File: config.mk
export PLATFORM = sky130hd
export DESIGN_NAME = pps_timekeeper
export DESIGN_NICKNAME = d
export VERILOG_FILES = /design/src/rtl/pps_timekeeper.sv
export SDC_FILE = /design/constraint.sdc
export NUM_CORES = 1
export LEC_CHECK = 0
export BUFFER_PORTS_ARGS = -buffer_cell sky130_fd_sc_hd__buf_2
export CAP_MARGIN = 20
export CORE_MARGIN = 5
export CORE_UTILIZATION = 55
export CTS_BUF_LIST = sky130_fd_sc_hd__clkbuf_4
export DETAILED_ROUTE_END_ITERATION = 12
export GPL_ROUTABILITY_DRIVEN = 0
export PLACE_DENSITY = 0.8
export REMOVE_ABC_BUFFERS = 1
export SYNTH_ARGS = -nofsm -noshare
export SYNTH_HDL_FRONTEND = slang
export SYNTH_SLANG_ARGS = --single-unit
export TNS_END_PERCENT = 1
File: constraint.sdc
create_clock -name i_clk -period 2.35 [get_ports i_clk]
set_input_delay 0.3525 -clock i_clk [delete_from_list [all_inputs] [get_ports i_clk]]
set_output_delay 0.3525 -clock i_clk [all_outputs]
set_load 0.005 [all_outputs]
File: src/rtl/pps_timekeeper.sv
// pps_timekeeper: PPS edge detector, BCD time-of-day counter, LED stretcher and
// PPS-loss watchdog with a valid/ready time-load port.
// Ports:
//   i_clk, i_reset_n       clock (posedge) and async active-low reset
//   i_pps                  asynchronous 1 Hz square wave
//   i_set_valid/i_set_time load request and BCD {hh,mm,ss} value
//   o_set_ready            load accepted when i_set_valid && o_set_ready
//   o_set_err              1-cycle pulse on a rejected (non-BCD/out-of-range) load
//   o_time                 current BCD {hh,mm,ss}
//   o_tick                 1-cycle pulse per counted second
//   o_led                  stretched tick indicator
//   o_status/o_pps_lost    00 WAIT, 01 LOCKED, 10 LOST; lost flag
module pps_timekeeper #(
  parameter int unsigned CLOCK_RATE_HZ      = 100,
  parameter int unsigned LED_STRETCH_CYCLES = CLOCK_RATE_HZ / 10,
  parameter int unsigned TIMEOUT_CYCLES     = CLOCK_RATE_HZ * 5 / 4
) (
  input  logic        i_clk,
  input  logic        i_reset_n,
  input  logic        i_pps,
  input  logic        i_set_valid,
  input  logic [23:0] i_set_time,
  output logic        o_set_ready,
  output logic        o_set_err,
  output logic [23:0] o_time,
  output logic        o_tick,
  output logic        o_led,
  output logic [1:0]  o_status,
  output logic        o_pps_lost
);

  localparam int unsigned WD_W  = $clog2(TIMEOUT_CYCLES + 1);
  localparam int unsigned LED_W = $clog2(LED_STRETCH_CYCLES + 1);

  typedef enum logic [1:0] {
    ST_WAIT   = 2'b00,
    ST_LOCKED = 2'b01,
    ST_LOST   = 2'b10
  } state_t;

  state_t             state_q, state_d;
  logic               sync1_q, sync2_q, prev_q;
  logic               pps_edge;
  logic [WD_W-1:0]    wd_q, wd_d;
  logic [LED_W-1:0]   led_cnt_q, led_cnt_d;
  logic [23:0]        time_d, time_inc;
  logic               tick_d, err_d, led_d, lost_d;
  logic               transfer, load_ok;

  // BCD +1 of a two-digit field; range wrap is handled by the caller.
  function automatic logic [7:0] bcd_step(input logic [7:0] v);
    if (v[3:0] == 4'd9) bcd_step = {v[7:4] + 4'd1, 4'd0};
    else                bcd_step = {v[7:4], v[3:0] + 4'd1};
  endfunction

  assign pps_edge = sync2_q & ~prev_q;
  assign transfer = i_set_valid & o_set_ready;
  assign o_status = state_q;

  // Load value check: all digits decimal, hh<=23, mm<=59, ss<=59.
  always_comb begin
    load_ok = 1'b1;
    for (int i = 0; i < 6; i++) begin
      if (i_set_time[i*4 +: 4] > 4'd9) load_ok = 1'b0;
    end
    if (i_set_time[23:16] > 8'h23) load_ok = 1'b0;
    if (i_set_time[15:12] > 4'd5)  load_ok = 1'b0;
    if (i_set_time[7:4]   > 4'd5)  load_ok = 1'b0;
  end

  // One-second BCD increment with ripple carry ss -> mm -> hh.
  always_comb begin
    time_inc = o_time;
    if (o_time[7:0] == 8'h59) begin
      time_inc[7:0] = 8'h00;
      if (o_time[15:8] == 8'h59) begin
        time_inc[15:8]  = 8'h00;
        time_inc[23:16] = (o_time[23:16] == 8'h23) ? 8'h00 : bcd_step(o_time[23:16]);
      end else begin
        time_inc[15:8] = bcd_step(o_time[15:8]);
      end
    end else begin
      time_inc[7:0] = bcd_step(o_time[7:0]);
    end
  end

  // Next-state and registered-output logic.
  always_comb begin
    state_d   = state_q;
    wd_d      = wd_q;
    time_d    = o_time;
    tick_d    = 1'b0;
    err_d     = 1'b0;
    led_cnt_d = led_cnt_q;
    led_d     = 1'b0;
    lost_d    = 1'b0;

    case (state_q)
      ST_WAIT: begin
        wd_d = '0;
        if (pps_edge) state_d = ST_LOCKED;
      end
      ST_LOCKED: begin
        if (pps_edge) begin
          wd_d = '0;
        end else if (wd_q == WD_W'(TIMEOUT_CYCLES - 1)) begin
          state_d = ST_LOST;
          wd_d    = '0;
        end else begin
          wd_d = wd_q + WD_W'(1);
        end
      end
      ST_LOST: begin
        wd_d = '0;
        if (pps_edge) state_d = ST_LOCKED;
      end
      default: begin
        state_d = ST_WAIT;
        wd_d    = '0;
      end
    endcase

    // The alignment edge in WAIT does not count as a second.
    tick_d = pps_edge && (state_q != ST_WAIT);
    err_d  = transfer && !load_ok;

    // A valid load overrides a simultaneous increment.
    if (transfer && load_ok) time_d = i_set_time;
    else if (tick_d)         time_d = time_inc;

    if (tick_d)                  led_cnt_d = LED_W'(LED_STRETCH_CYCLES);
    else if (led_cnt_q != '0)    led_cnt_d = led_cnt_q - LED_W'(1);

    led_d  = (led_cnt_d != '0);
    lost_d = (state_d == ST_LOST);
  end

  // State and output registers.
  always_ff @(posedge i_clk or negedge i_reset_n) begin
    if (!i_reset_n) begin
      state_q     <= ST_WAIT;
      sync1_q     <= 1'b0;
      sync2_q     <= 1'b0;
      prev_q      <= 1'b0;
      wd_q        <= '0;
      led_cnt_q   <= '0;
      o_time      <= '0;
      o_tick      <= 1'b0;
      o_set_err   <= 1'b0;
      o_set_ready <= 1'b0;
      o_led       <= 1'b0;
      o_pps_lost  <= 1'b0;
    end else begin
      state_q     <= state_d;
      sync1_q     <= i_pps;
      sync2_q     <= sync1_q;
      prev_q      <= sync2_q;
      wd_q        <= wd_d;
      led_cnt_q   <= led_cnt_d;
      o_time      <= time_d;
      o_tick      <= tick_d;
      o_set_err   <= err_d;
      o_set_ready <= 1'b1;
      o_led       <= led_d;
      o_pps_lost  <= lost_d;
    end
  end

endmodule
# After elaboration in Yosys (flattened, before gate mapping)
# Cells that the tools add are included.
# op_classes
n_lt_le_gt_ge	9
bitwise	3
n_reduce_logical	20
mux	28
eq_ne	10
addsub	8
# ops
op	count
8-bit two-way mux	7
24-bit two-way mux	2
4-bit by 1-bit adder with 4-bit output, second input constant	6
4-bit > comparator, second input constant	6
7-bit two-way mux	3
8-bit by 7-bit == test with 1-bit output, second input constant	2
16-bit two-way mux	1
4-bit == test, second input constant	3
1-bit two-way mux	9
3-bit nonzero test	3
8-bit by 6-bit == test with 1-bit output, second input constant	1
4-bit by 3-bit > comparator with 1-bit output, second input constant	2
8-bit by 6-bit > comparator with 1-bit output, second input constant	1
4-bit two-way mux	2
2-bit nonzero test	4
4-bit nonzero test	2
7-bit by 1-bit adder with 7-bit output, second input constant	1
7-bit == test, second input constant	1
2-bit two-way mux	3
3-bit AND reduction	2
2-bit == test, second input constant	2
2-bit case mux with 2 select lines	1
2-bit AND reduction	2
4-bit AND reduction	1
other kinds (8)	11
# word_totals
output_inout_bits	31
in_bits	28
register_bits	45

# Logic depth before layout (Yosys ltp)
# logic_depth
depth_word	13
ltp_mapped	8

# Least setup slack after synthesis
# Ideal clock, no wire load.
# synth_timing
path_kind	register to register
startpoint	reg o_time[1]
endpoint	reg o_time[23]
slack_ps	397
path_buffers	1
arrival_time_ps	1875
setup_time_ps	78
required_time_ps	2272
path_stages_with_launch	9
path_cell_list	dfrtp_1 > inv_1 > ha_1 > and3b_2 > and4_1 > buf_6 > nand3_4 > or4_1 > a21oi_1
# synth_via
elab_chain_len	3
# synth_rtl
element	line_no	source
start: declaration	25	output logic [23:0] o_time,
start signal: assignment	160	o_time <= time_d;
8-bit by 7-bit == test with 1-bit output	74	if (o_time[7:0] == 8'h59) begin
2-bit nonzero test (no line)	--	
4-bit AND reduction (no line)	--	
# Every way passes these cells.
# A chain may end at the register's enable or synchronous reset.

# Worst setup path in the final report
# Same ends and word-level chain as after synthesis.

==> metrics.log <==
[metrics] run status: completed
[metrics] clock buffers created by TritonCTS: 5
[metrics] critical path startpoint: o_time[1]
[metrics] Chip Height: just under 80 um
[metrics] number of cells produced by synthesis: between 200 and 300
[metrics] area of the mapped netlist: around 2500 um^2
[metrics] fin util: between 60% and 70%
[metrics] data arrival time of the worst path: roughly 2.5 ns
[metrics] router iterations before antenna repair: 4
[metrics] pin count of the biggest net entering global routing: 24
[metrics] initial DRC count: around 170
[metrics] worst clock skew: 0.00966 ns
[metrics] synthesis warning total: 0
[metrics] area of the core: 4350 um^2
[metrics] Main synth FF type: sky130_fd_sc_hd__dfrtp_1
[metrics] highest clock rate: around 0.46 GHz
[metrics] post-synth top area cell: sky130_fd_sc_hd__dfrtp_1
[metrics] H-tree Lvls: 2
[metrics] quantity of I/O buffers inserted on ports: 58
[metrics] placement-stage worst setup slack: approximately 0.15 ns
[metrics] number of distinct library cell variants in the gate-level netlist after synthesis: 46
[metrics] via count: 2,165
[metrics] latest clock arrival within the worst-skew pair: 0.37 ns
[metrics] max-slew violation count: 0
[metrics] final net count: approximately 370
[metrics] DR WL/cell: between 10 and 15 um
[metrics] depth of the most critical reg-to-reg path: 7
[metrics] synth-to-layout area growth: 17.7%
[metrics] ratio of cells with drive above 1 in the final layout: between 20% and 30%
[metrics] class of the tightest hold or removal check: in2reg
[metrics] Max VDD drop: 401 uV
[metrics] DIE AREA: about 5900 um^2
[metrics] Congestion Overflow GR: 0
[metrics] max-cap violations: 0
[metrics] leakage power summed over all cells: 0.00136 uW
[metrics] capturing element of the worst setup path: o_time[23]
[metrics] clock-pin slew of the registers on the worst-case setup and hold paths: 0.13 ns
[metrics] number of standard-cell rows in the floorplan: 24
[metrics] number of nets still failing antenna checks after routing: 0
[metrics] normalized max-slew margin: 63.1%
[metrics] count of inserted antenna diode cells: 0
[metrics] antenna violations before repair: 0
[metrics] Clock Tree Root: sky130_fd_sc_hd__clkbuf_4
[metrics] worst hold slack across all endpoints: about 0.08 ns
[metrics] fraction of synthesis flops using an asynchronous set or reset pin: 100%
[metrics] crit path kind: reg2reg
[metrics] RSZ-0062 raised after global routing: false
[metrics] power density normalized to cell area: around 750 nW/um^2
[metrics] Post-Route WL: approximately 5500 um
[metrics] clock sink count: 45
[metrics] io pins: 59
[metrics] non-filler cells in the finished layout: between 300 and 400
[metrics] vias in the first global route: 2,105
[metrics] number of DRC violations after detailed routing: 0
[metrics] proportion of synthesized chip area in sequential cells: 45.5%
[metrics] startpoint kind of the worst setup timing path: flip-flop
[metrics] placed cell count: 375
[metrics] worst path setup slack after routing: roughly 0.17 ns
[metrics] average instance area after synthesis: ~9.2 um^2
[metrics] Final period util: between 90% and 100%
[metrics] crit path capture type: flip-flop
[metrics] post-route minimum period: 2.18 ns
[metrics] die width: a little under 80 um
[metrics] most used standard cell by instance count after synthesis: sky130_fd_sc_hd__dfrtp_1
[metrics] slew at the pin closest to its max-slew limit: about 0.55 ns
[metrics] CTS tree: done
[metrics] portion of synthesized cell area occupied by the leading cell type: about 45%
[metrics] critical path data required time: approximately 2.7 ns
[metrics] number of buffers inserted to repair setup after CTS: 0
[metrics] Hold Violations, Final: 0
[metrics] number of flops mapped to enable cells by yosys: 0
[metrics] leading post-synthesis cells by instance count: sky130_fd_sc_hd__dfrtp_1 (45), sky130_fd_sc_hd__nor2_1 (27), sky130_fd_sc_hd__nand2_1 (23), sky130_fd_sc_hd__a21oi_1 (19), sky130_fd_sc_hd__o21ai_0 (17)
[metrics] GRT Util Overall: between 10% and 20%
[metrics] CP max FO: 9
[metrics] final-report setup violation count: 0
[metrics] flop and latch count out of synthesis: 45
[metrics] initial cell density of the core: a little under three fifths
[metrics] first-pass GRT wire length: approximately 9400 um
[metrics] register-to-register path setup slack: between 0.15 and 0.2 ns
[metrics] Clock Tree Buf Depth: 2
[metrics] post-detailed-placement half-perimeter wirelength: ~4200 um
[metrics] number of stages on the worst hold path: 1
[metrics] terminus of the critical flop-to-flop path: o_time[23]
[metrics] startpoint of the worst-slack reg-to-reg timing path: o_time[1]
[metrics] Via-to-Cell Ratio: about 5.6
[metrics] Area contributors post-synth: sky130_fd_sc_hd__dfrtp_1 (45%), sky130_fd_sc_hd__ha_1 (7.6%), sky130_fd_sc_hd__nor2_1 (4.1%), sky130_fd_sc_hd__a21oi_1 (3.8%), sky130_fd_sc_hd__nand2_1 (3.5%)
-- cell usage in the layout (no fill, tap or decap), drive strengths merged, types with 2 or more instances in the layout --
cell type	netlist	routed
and2	5	5
a31oi	8	8
mux2i	3	3
o31ai	2	2
or3b	2	2
xor2	4	4
inv	11	11
clkinv	0	2
clkbuf	4	6
dfrtp	45	45
nand2b	4	4
o21ai	18	18
nand4	3	3
nor2	27	27
ha	15	15
or3	7	7
nor3b	2	2
buf	5	64
and3b	4	4
nor3	10	10
nor2b	5	5
nor4	2	2
nand3	12	12
o21a	3	3
nand3b	2	2
nand2	24	24
or4	5	5
xnor2	3	3
and3	2	2
a21oi	19	19
-- worst max-delay path, stage by stage, from the launching register on --
cell and delay, ns:
sky130_fd_sc_hd__dfrtp_1 0.44, sky130_fd_sc_hd__inv_1 0.08, sky130_fd_sc_hd__ha_1 0.18, sky130_fd_sc_hd__and3b_2 0.26, sky130_fd_sc_hd__and4_2 0.38, sky130_fd_sc_hd__nand3_4 0.14
sky130_fd_sc_hd__or4_1 0.49, sky130_fd_sc_hd__a21oi_1 0.15
-- what timing repair did --
action                                  CTS  global route
resized for setup                         0             1
hold buffers                              1             0
endpoints found under the setup margin    0             2
hold endpoints to repair                 22             0
-- cells by family after synthesis --
group | synth area share, %
DFF | 45.5
other | 0.151
adders and majority gates | 7.58
and+or+nand+nor | 26.3
muxes | 1.21
buffers and inverters | 3.54
AOI/OAI and AO/OA | 13.3
xor gates and xnor gates | 2.47
-- per-layer routing --
metal  share of wire, %  track usage (%)  routed length, um  vias to the layer above
met2                 47             31.8               2610                       64
li1                   -                -                  -                     1073
met5                  0                0                  0                        -
met3                6.1             4.22                339                       10
met4                1.6             7.04                 89                        0
met1                 45             24.9               2480                     1018
-- report_power, final --
part | leakage, uW | internal [uW] | switching [uW] | total (uW)
logic | 0.000834 | 342 | 339 | 681
clock network | 0.0000354 | 126 | 251 | 376
registers | 0.000492 | 935 | 185 | 1120
total | 0.00136 | 1400 | 775 | 2180
-- through the flow --
stage	area, um^2	setup TNS [ns]	power (uW)
detailed placement	2850	0	1820
global placement	2850	0	1770
floorplan	2430	-1.34	1540
finish	2920	0	2180
global route	2920	0	2340
CTS	2920	0	2200
-- cell type report --
type	count	area, um^2
Fill cell	356	1440
Inverter	11	41.3
Clock buffer	6	45.0
Tap cell	52	65.1
Multi-Input combinational cell	203	1270
Clock inverter	2	10.0
Timing Repair Buffer	65	358
Sequential cell	45	1130
-- state kept, by name (all words and copies together) (netlist names) --
signal       count
o_time          24
wd_q             7
led_cnt_q        4
o_status         2
o_led            1
o_pps_lost       1
o_set_err        1
o_set_ready      1
o_tick           1
prev_q           1
sync1_q          1
sync2_q          1
-- how the worst min path moves through the flow --
| stage | startpoint | to | slack (ns) |
|---|---|---|---|
| 3_3_place_gp | sync1_q | sync2_q | 0.33 |
| 6_report | i_pps | sync1_q | 0.08 |
| 5_1_grt | i_pps | sync1_q | 0.06 |
| 4_1_cts | i_pps | sync1_q | 0.06 |
| 3_5_place_dp | sync1_q | sync2_q | 0.34 |
| 2_1_floorplan | i_reset_n | led_cnt_q[0] | 0.06 |
(Power assumes the default switching activity.)
